<file path="src/rtl/upsample_repeat.sv">
// Rate restorer: emits every input sample FACTOR times, either held or zero-stuffed,
// behind a 2-entry input FIFO and a single group register.
module upsample_repeat #(
    parameter int DW     = 8,
    parameter int FACTOR = 4
) (
    input  logic          clk,
    input  logic          rst,
    input  logic          i_valid,
    output logic          i_ready,
    input  logic [DW-1:0] i_data,
    input  logic          zero_ins,
    output logic          o_valid,
    input  logic          o_ready,
    output logic [DW-1:0] o_data,
    output logic          o_first,
    output logic          o_last
);
    localparam int CW = $clog2(FACTOR);
    localparam logic [CW-1:0] CNT_LAST = CW'(FACTOR - 1);

    // input FIFO state
    logic [DW-1:0] fifo_mem_reg [0:1];
    logic          wr_ptr_reg;
    logic          rd_ptr_reg;
    logic          full_reg;
    logic          empty_reg;
    logic          full_next;
    logic          empty_next;
    logic          i_ready_reg;

    // group register
    logic [DW-1:0] cur_data_reg;
    logic          cur_zero_reg;
    logic          cur_valid_reg;
    logic [CW-1:0] cnt_reg;

    logic in_fire;
    logic out_fire;
    logic cnt_last;
    logic cur_free;
    logic pop;
    logic bypass;
    logic push;

    assign in_fire  = i_valid & i_ready_reg & ~rst;
    assign out_fire = cur_valid_reg & o_ready & ~rst;
    assign cnt_last = (cnt_reg == CNT_LAST);
    assign cur_free = ~cur_valid_reg | (out_fire & cnt_last);

    // An idle group register takes the FIFO head first; a fresh sample only skips
    // the FIFO when nothing older is waiting.
    assign pop    = cur_free & ~empty_reg;
    assign bypass = cur_free & empty_reg & in_fire;
    assign push   = in_fire & ~bypass;

    always_comb begin
        full_next  = full_reg;
        empty_next = empty_reg;
        if (push && !pop) begin
            empty_next = 1'b0;
            full_next  = (~wr_ptr_reg == rd_ptr_reg);
        end else if (pop && !push) begin
            full_next  = 1'b0;
            empty_next = (~rd_ptr_reg == wr_ptr_reg);
        end
    end

    always_ff @(posedge clk) begin
        if (push) begin
            fifo_mem_reg[wr_ptr_reg] <= i_data;
        end
    end

    // i_ready comes from next-state occupancy, so o_ready never reaches it combinationally
    always_ff @(posedge clk) begin
        if (rst) begin
            wr_ptr_reg  <= 1'b0;
            rd_ptr_reg  <= 1'b0;
            full_reg    <= 1'b0;
            empty_reg   <= 1'b1;
            i_ready_reg <= 1'b0;
        end else begin
            if (push) begin
                wr_ptr_reg <= ~wr_ptr_reg;
            end
            if (pop) begin
                rd_ptr_reg <= ~rd_ptr_reg;
            end
            full_reg    <= full_next;
            empty_reg   <= empty_next;
            i_ready_reg <= ~full_next;
        end
    end

    always_ff @(posedge clk) begin
        if (rst) begin
            cur_data_reg  <= '0;
            cur_zero_reg  <= 1'b0;
            cur_valid_reg <= 1'b0;
            cnt_reg       <= '0;
        end else if (cur_free) begin
            cnt_reg <= '0;
            if (pop) begin
                cur_data_reg  <= fifo_mem_reg[rd_ptr_reg];
                cur_zero_reg  <= zero_ins;
                cur_valid_reg <= 1'b1;
            end else if (bypass) begin
                cur_data_reg  <= i_data;
                cur_zero_reg  <= zero_ins;
                cur_valid_reg <= 1'b1;
            end else begin
                cur_valid_reg <= 1'b0;
            end
        end else if (out_fire) begin
            cnt_reg <= cnt_reg + CW'(1);
        end
    end

    assign i_ready = i_ready_reg;
    assign o_valid = cur_valid_reg;
    assign o_data  = ((cnt_reg == '0) || !cur_zero_reg) ? cur_data_reg : '0;
    assign o_first = cur_valid_reg & (cnt_reg == '0);
    assign o_last  = cur_valid_reg & cnt_last;

endmodule

</file>
<file path="config.mk">
export PLATFORM = sky130hd
export DESIGN_NAME = upsample_repeat
export DESIGN_NICKNAME = d
export VERILOG_FILES = /design/src/rtl/upsample_repeat.sv
export SDC_FILE = /design/constraint.sdc
export NUM_CORES = 1
export LEC_CHECK = 0
export ABC_AREA = 1
export CAP_MARGIN = 0
export CORE_MARGIN = 2
export CORE_UTILIZATION = 47
export DETAILED_ROUTE_END_ITERATION = 8
export GPL_TIMING_DRIVEN = 0
export PLACE_DENSITY = 0.71
export SETUP_SLACK_MARGIN = 0.2
export SLEW_MARGIN = 20
export SYNTH_ARGS = -nofsm -noshare
export SYNTH_HDL_FRONTEND = slang
export SYNTH_SLANG_ARGS = --single-unit
</file>
<file path="constraint.sdc">
create_clock -name clk -period 3.7 [get_ports clk]
set_clock_uncertainty 0.15 [all_clocks]
set_input_delay 0.37 -clock clk [delete_from_list [all_inputs] [get_ports clk]]
set_output_delay 0.37 -clock clk [all_outputs]
set_load 0.02 [all_outputs]
</file>
==> results of run 1 <==
## metrics by stage
stage | util | setup WS [ns] | hold slack, ns | power [mW]
floorplan | - | 1.82 | 0.289 | 0.477
global placement | 0.582 | 1.24 | 0.300 | 0.516
detailed placement | 0.582 | 1.15 | 0.304 | 0.518
CTS | 0.596 | 1.14 | 0.0860 | 0.709
global route | 0.596 | 1.02 | 0.0850 | 0.742
finish | 0.596 | 1.19 | 0.104 | 0.702
## cell usage in the layout (no fill, tap or decap), types with 3 or more instances in the layout
cell,instances
nand2_1,45
inv_1,38
nor2_1,32
clkdlybuf4s50_1,23
dfxtp_1,18
edfxtp_1,16
a21oi_1,11
o211ai_1,8
nand3_2,5
clkbuf_4,5
nand2_4,3
buf_2,3
nand3_1,3
mux2i_1,3
clkbuf_1,3
## metal layers
| layer | vias to the layer above | part of all wire | track usage |
|---|---|---|---|
| met2 | 33 | 0.42 | 0.245 |
| met3 | 8 | 0.053 | 0.0493 |
| met1 | 527 | 0.49 | 0.230 |
| li1 | 688 | - | - |
| met4 | 0 | 0.029 | 0.0897 |
| met5 | - | 0 | 0 |
## cells by family after synthesis
group | count (synthesis) | synth area share
compound gates | 21 | 0.0758
xor+xnor | 1 | 0.00520
fa+ha+maj | 2 | 0.0149
buf+inv | 47 | 0.130
flops | 34 | 0.499
mux | 3 | 0.0178
simple gates | 93 | 0.257
## power by group
| group | total (mW) | leakage (nW) | internal, mW | switching [mW] |
|---|---|---|---|---|
| Combinational | 0.103 | 0.579 | 0.0464 | 0.0568 |
| Clock | 0.193 | 0.0265 | 0.0757 | 0.117 |
| Sequential | 0.405 | 0.291 | 0.402 | 0.00308 |
| Total | 0.702 | 0.896 | 0.524 | 0.177 |
## final timing paths
| kind | startpoint | to | slack, ns | cells past startpoint |
|---|---|---|---|---|
| max | cnt_reg[0]$_SDFFE_PP0P_ | o_data[4] | 1.19 | 5 |
| min | rst | cur_zero_reg$_SDFFE_PP0P_ | 0.10 | 2 |
| max reg2reg | cnt_reg[0]$_SDFFE_PP0P_ | fifo_mem_reg[0][6]$_DFFE_PP_ | 1.53 | 7 |
| min reg2reg | cur_zero_reg$_SDFFE_PP0P_ | cur_zero_reg$_SDFFE_PP0P_ | 0.32 | 2 |
## area by class of cell
cell class              instances  area, um^2
plain buffers                   8        67.6
clock buffers                   8        48.8
fillers                       332        1370
inverters                      39         151
multi-input cells             120         624
flip-flops and latches         34         841
well taps                      46        57.6
repair buffers                 23         230
==> out/qor.csv, run 1 <==
metric,value,unit
ant_nets,0,
ioPinCount,25,
place_area,1970,um^2
dieArea,4080,um^2
grt_max_degree,11,
grt_pass1_vias,1178,
cts_tree,done,
clk-insertion-delay-late,0.34,ns
vias_per_cell,4.52,
diodes,0,
path_buf_inv,2,
antenna_found_initial,0,
synth_edf_count,16,
worstMarginPinSlew,0.761,ns
synth_cell_type_count,24,
dominantRegCellSynth,dfxtp_1,
synth_nets,216,
cts_made_buffers,5,
ys_seq_area_frac,0.499,
cts.sink_count,34,
fp.dieW,63.9,um
grt_usage,0.170,
die_y,63.9,um
setup_tns,0,ns
largest_reg_flops,16,
fin_crit_sh,0.678,
crit_chain,inv_1 -> ha_1 -> nor2_1 -> nor2_1 -> clkdlybuf4s50_1,
rsz0062_at_grt,false,
synth_top_area_share,0.285,
final-max-slew-violation-count,0,
drt_pass1_iterations,4,
dpl.hpwl,2180,um
final_area,2020,um^2
cp-end-kind,primary output,
setup_viol,0,
cp_slowest_stage_delay,0.56,ns
synth_top_area_cell,edfxtp_1,
synth_cells,201,
clkTransAtPathRegs,0.10,ns
synth.most_common_cell,nand2_1,
num-nets-final,246,
area_delta_synth_final,20.0,%
peakVddDrop,0.235,mV
synth_area_leaders,"edfxtp_1 (29%), dfxtp_1 (21%), nand2_1 (10%)",
synth_async_sr_flop_share,0,
dp_cells,270,
p_leak,0.896,nW
drc,0,
cp.required,3.18,ns
hold_class,input pin to flop,
cts-resized-gates,0,
relSlewSlack,0.491,
syn_area,1680,um^2
synthTopCellsByCount,"nand2_1 (45), inv_1 (38), nor2_1 (32)",
vias,1256,
gp_congestion,0.818,
portBuffers,23,
cp_top_family,buffers and inverters,
cts_setup_buffers,0,
cpMostUsedCell,nor2_1,
yosysWarnings,0,
cp_max_fo,8,
row_count,21,
slowest_stage,clkdlybuf4s50_1,
period_needed,2.51,ns
powerDensity,347,nW/um^2
coreArea,3390,um^2
drt-initial-drc-count,81,
clockBufferDepth,2,
synth_seq_cells,34,
outcome,completed,
htreeDepth,2,
root_buffer,clkbuf_4,
finalHoldViolations,0,
crit_arrival,1.99,ns
grt_pass1_wl,5250,um
crit_type,flop to primary output,
cp-start-kind,flop,
fin_cells,278,
routed_wl,3020,um
drv_cap,0,
wl_per_cell,10.9,um
start_util,0.497,
fmax,399,MHz
synth_area_per_cell,8.38,um^2
layout-drive-gt1-share,0.103,
hold_buffers,0,
grt-ovfl-total,0,
Power figures use the tool's default switching activity.
==> run 2, diff against run 1 <==
- clock period: 3.7 -> 2.5 ns (I/O delays scaled with it)
==> out/qor.csv, run 2 (same netlist as run 1, synthesis figures left out) <==
metric,value,unit,change
dieArea,4080,um^2,unchanged
period_needed,2.19,ns,
drc,0,,unchanged
ioPinCount,25,,unchanged
fin_hold_ws,0.317,ns,+0.214 ns
cts.sink_count,34,,unchanged
area_delta_synth_final,21.6,%,
outcome,completed,,
final-max-slew-violation-count,0,,unchanged
dpl.hpwl,2180,um,unchanged
crit_arrival,2.00,ns,about the same
p_leak,0.968,nW,+8.1%
setup_tns,0,ns,unchanged
powerDensity,507,nW/um^2,+46%
fp.dieW,63.9,um,unchanged
hold_class,flop to flop,,
clkTransAtPathRegs,0.10,ns,about the same
htreeDepth,2,,unchanged
crit_type,input pin to flop,,
clk-insertion-delay-late,0.34,ns,about the same
antenna_found_initial,0,,unchanged
die_y,63.9,um,unchanged
grt_usage,0.172,,+0.00188
gp_congestion,0.818,,unchanged
root_buffer,clkbuf_4,,
power.total,1.04,mW,+48%
drv_cap,0,,unchanged
drt_pass1_iterations,4,,unchanged
grt_max_degree,11,,unchanged
cts_tree,done,,
vias_per_cell,4.52,,about the same
setup_viol,0,,unchanged
cp_max_fo,10,,+2
fmax,457,MHz,
layout_common_cells,"nand2_1 (45), inv_1 (38), nor2_1 (31)",,
fin_crit_sh,0.874,,
diodes,0,,unchanged
final_common_cell,nand2_1,,
grt_pass1_wl,5310,um,+1.2%
ant_nets,0,,unchanged
routed_wl,3040,um,+0.73%
finalHoldViolations,0,,unchanged
num-nets-final,247,,+0.41%
cp-start-kind,input pin,,
cp-end-kind,flop,,
row_count,21,,unchanged
relSlewSlack,0.509,,+0.0184
drt-initial-drc-count,74,,-8.6%
peakVddDrop,0.347,mV,+47%
wl_per_cell,10.9,um,+0.37%
rsz0062_at_grt,false,,
worstMarginPinSlew,0.733,ns,-0.0275 ns
layout-drive-gt1-share,0.107,,+0.00385
start_util,0.497,,unchanged
grt-ovfl-total,0,,unchanged
clockBufferDepth,2,,unchanged
cp.required,2.32,ns,-0.86 ns
vias,1261,,+0.40%
coreArea,3390,um^2,unchanged
grt_pass1_vias,1187,,+0.76%
largest_reg_flops,16,,unchanged
portBuffers,23,,unchanged
cts_made_buffers,5,,unchanged
[run 2: changes by cell type in the layout (fill, tap and decap cells not counted)]
cell,before,now
clkdlybuf4s50_1,23,19
dlymetal6s2s_1,0,4
dlygate4sd3_1,0,1
nor2_1,32,31
nor2_4,0,1
[run 2: final cells by class]
cell class,instances,area (um^2)
Clock buffer,8,48.8
Tap cell,46,57.6
Timing Repair Buffer,24,250
Sequential cell,34,841
Buffer,8,67.6
Fill cell,325,1340
Inverter,39,151
Multi-Input combinational cell,120,632
[run 2: timing repair]
action,4_1_cts,5_1_grt
setup endpoints to repair,8,8
hold endpoints to repair,7,0
hold buffers,1,0
gates resized for setup,2,4
pin swaps,0,1
setup buffers,0,0
[run 2: metal layers]
metal / up-vias / GRT usage / wire (um)
li1: 690 / - / -
met1: 530 / 0.232 / 1480
met2: 33 / 0.249 / 1300
met3: 8 / 0.0493 / 166
met4: 0 / 0.0897 / 88
met5: - / 0 / 0
[run 2: per-stage QoR]
step / area, um^2 / util / std cells / setup slack [ns]
floorplan: 1680 / - / 201 / 0.624
global placement: 1970 / 0.582 / 270 / 0.162
detailed placement: 1970 / 0.582 / 270 / 0.0677
CTS: 2040 / 0.601 / 279 / 0.237
global route: 2050 / 0.604 / 279 / 0.203
finish: 2050 / 0.604 / 279 / 0.314
[run 2: path summary, 6_finish.rpt]
check,slack (ns),startpoint,cells past startpoint,to
setup / recovery,0.31,rst,9,fifo_mem_reg[0][6]$_DFFE_PP_
hold / removal,0.32,cur_zero_reg$_SDFFE_PP0P_,2,cur_zero_reg$_SDFFE_PP0P_
setup reg to reg,0.35,cnt_reg[0]$_SDFFE_PP0P_,7,fifo_mem_reg[0][6]$_DFFE_PP_
hold reg to reg,0.32,cur_zero_reg$_SDFFE_PP0P_,2,cur_zero_reg$_SDFFE_PP0P_
[run 2: critical path: stages]
cell,delay [ns]
dlygate4sd3_1,0.54
buf_6,0.16
inv_6,0.05
nand4_4,0.08
nand2_4,0.09
buf_8,0.15
nand2_4,0.06
nand2_1,0.05
nor2_1,0.57
[run 2: where the power goes]
part | internal [mW] | switching (mW) | leakage (nW)
clock | 0.112 | 0.172 | 0.0265
sequential | 0.596 | 0.00455 | 0.291
combinational | 0.0689 | 0.0846 | 0.651
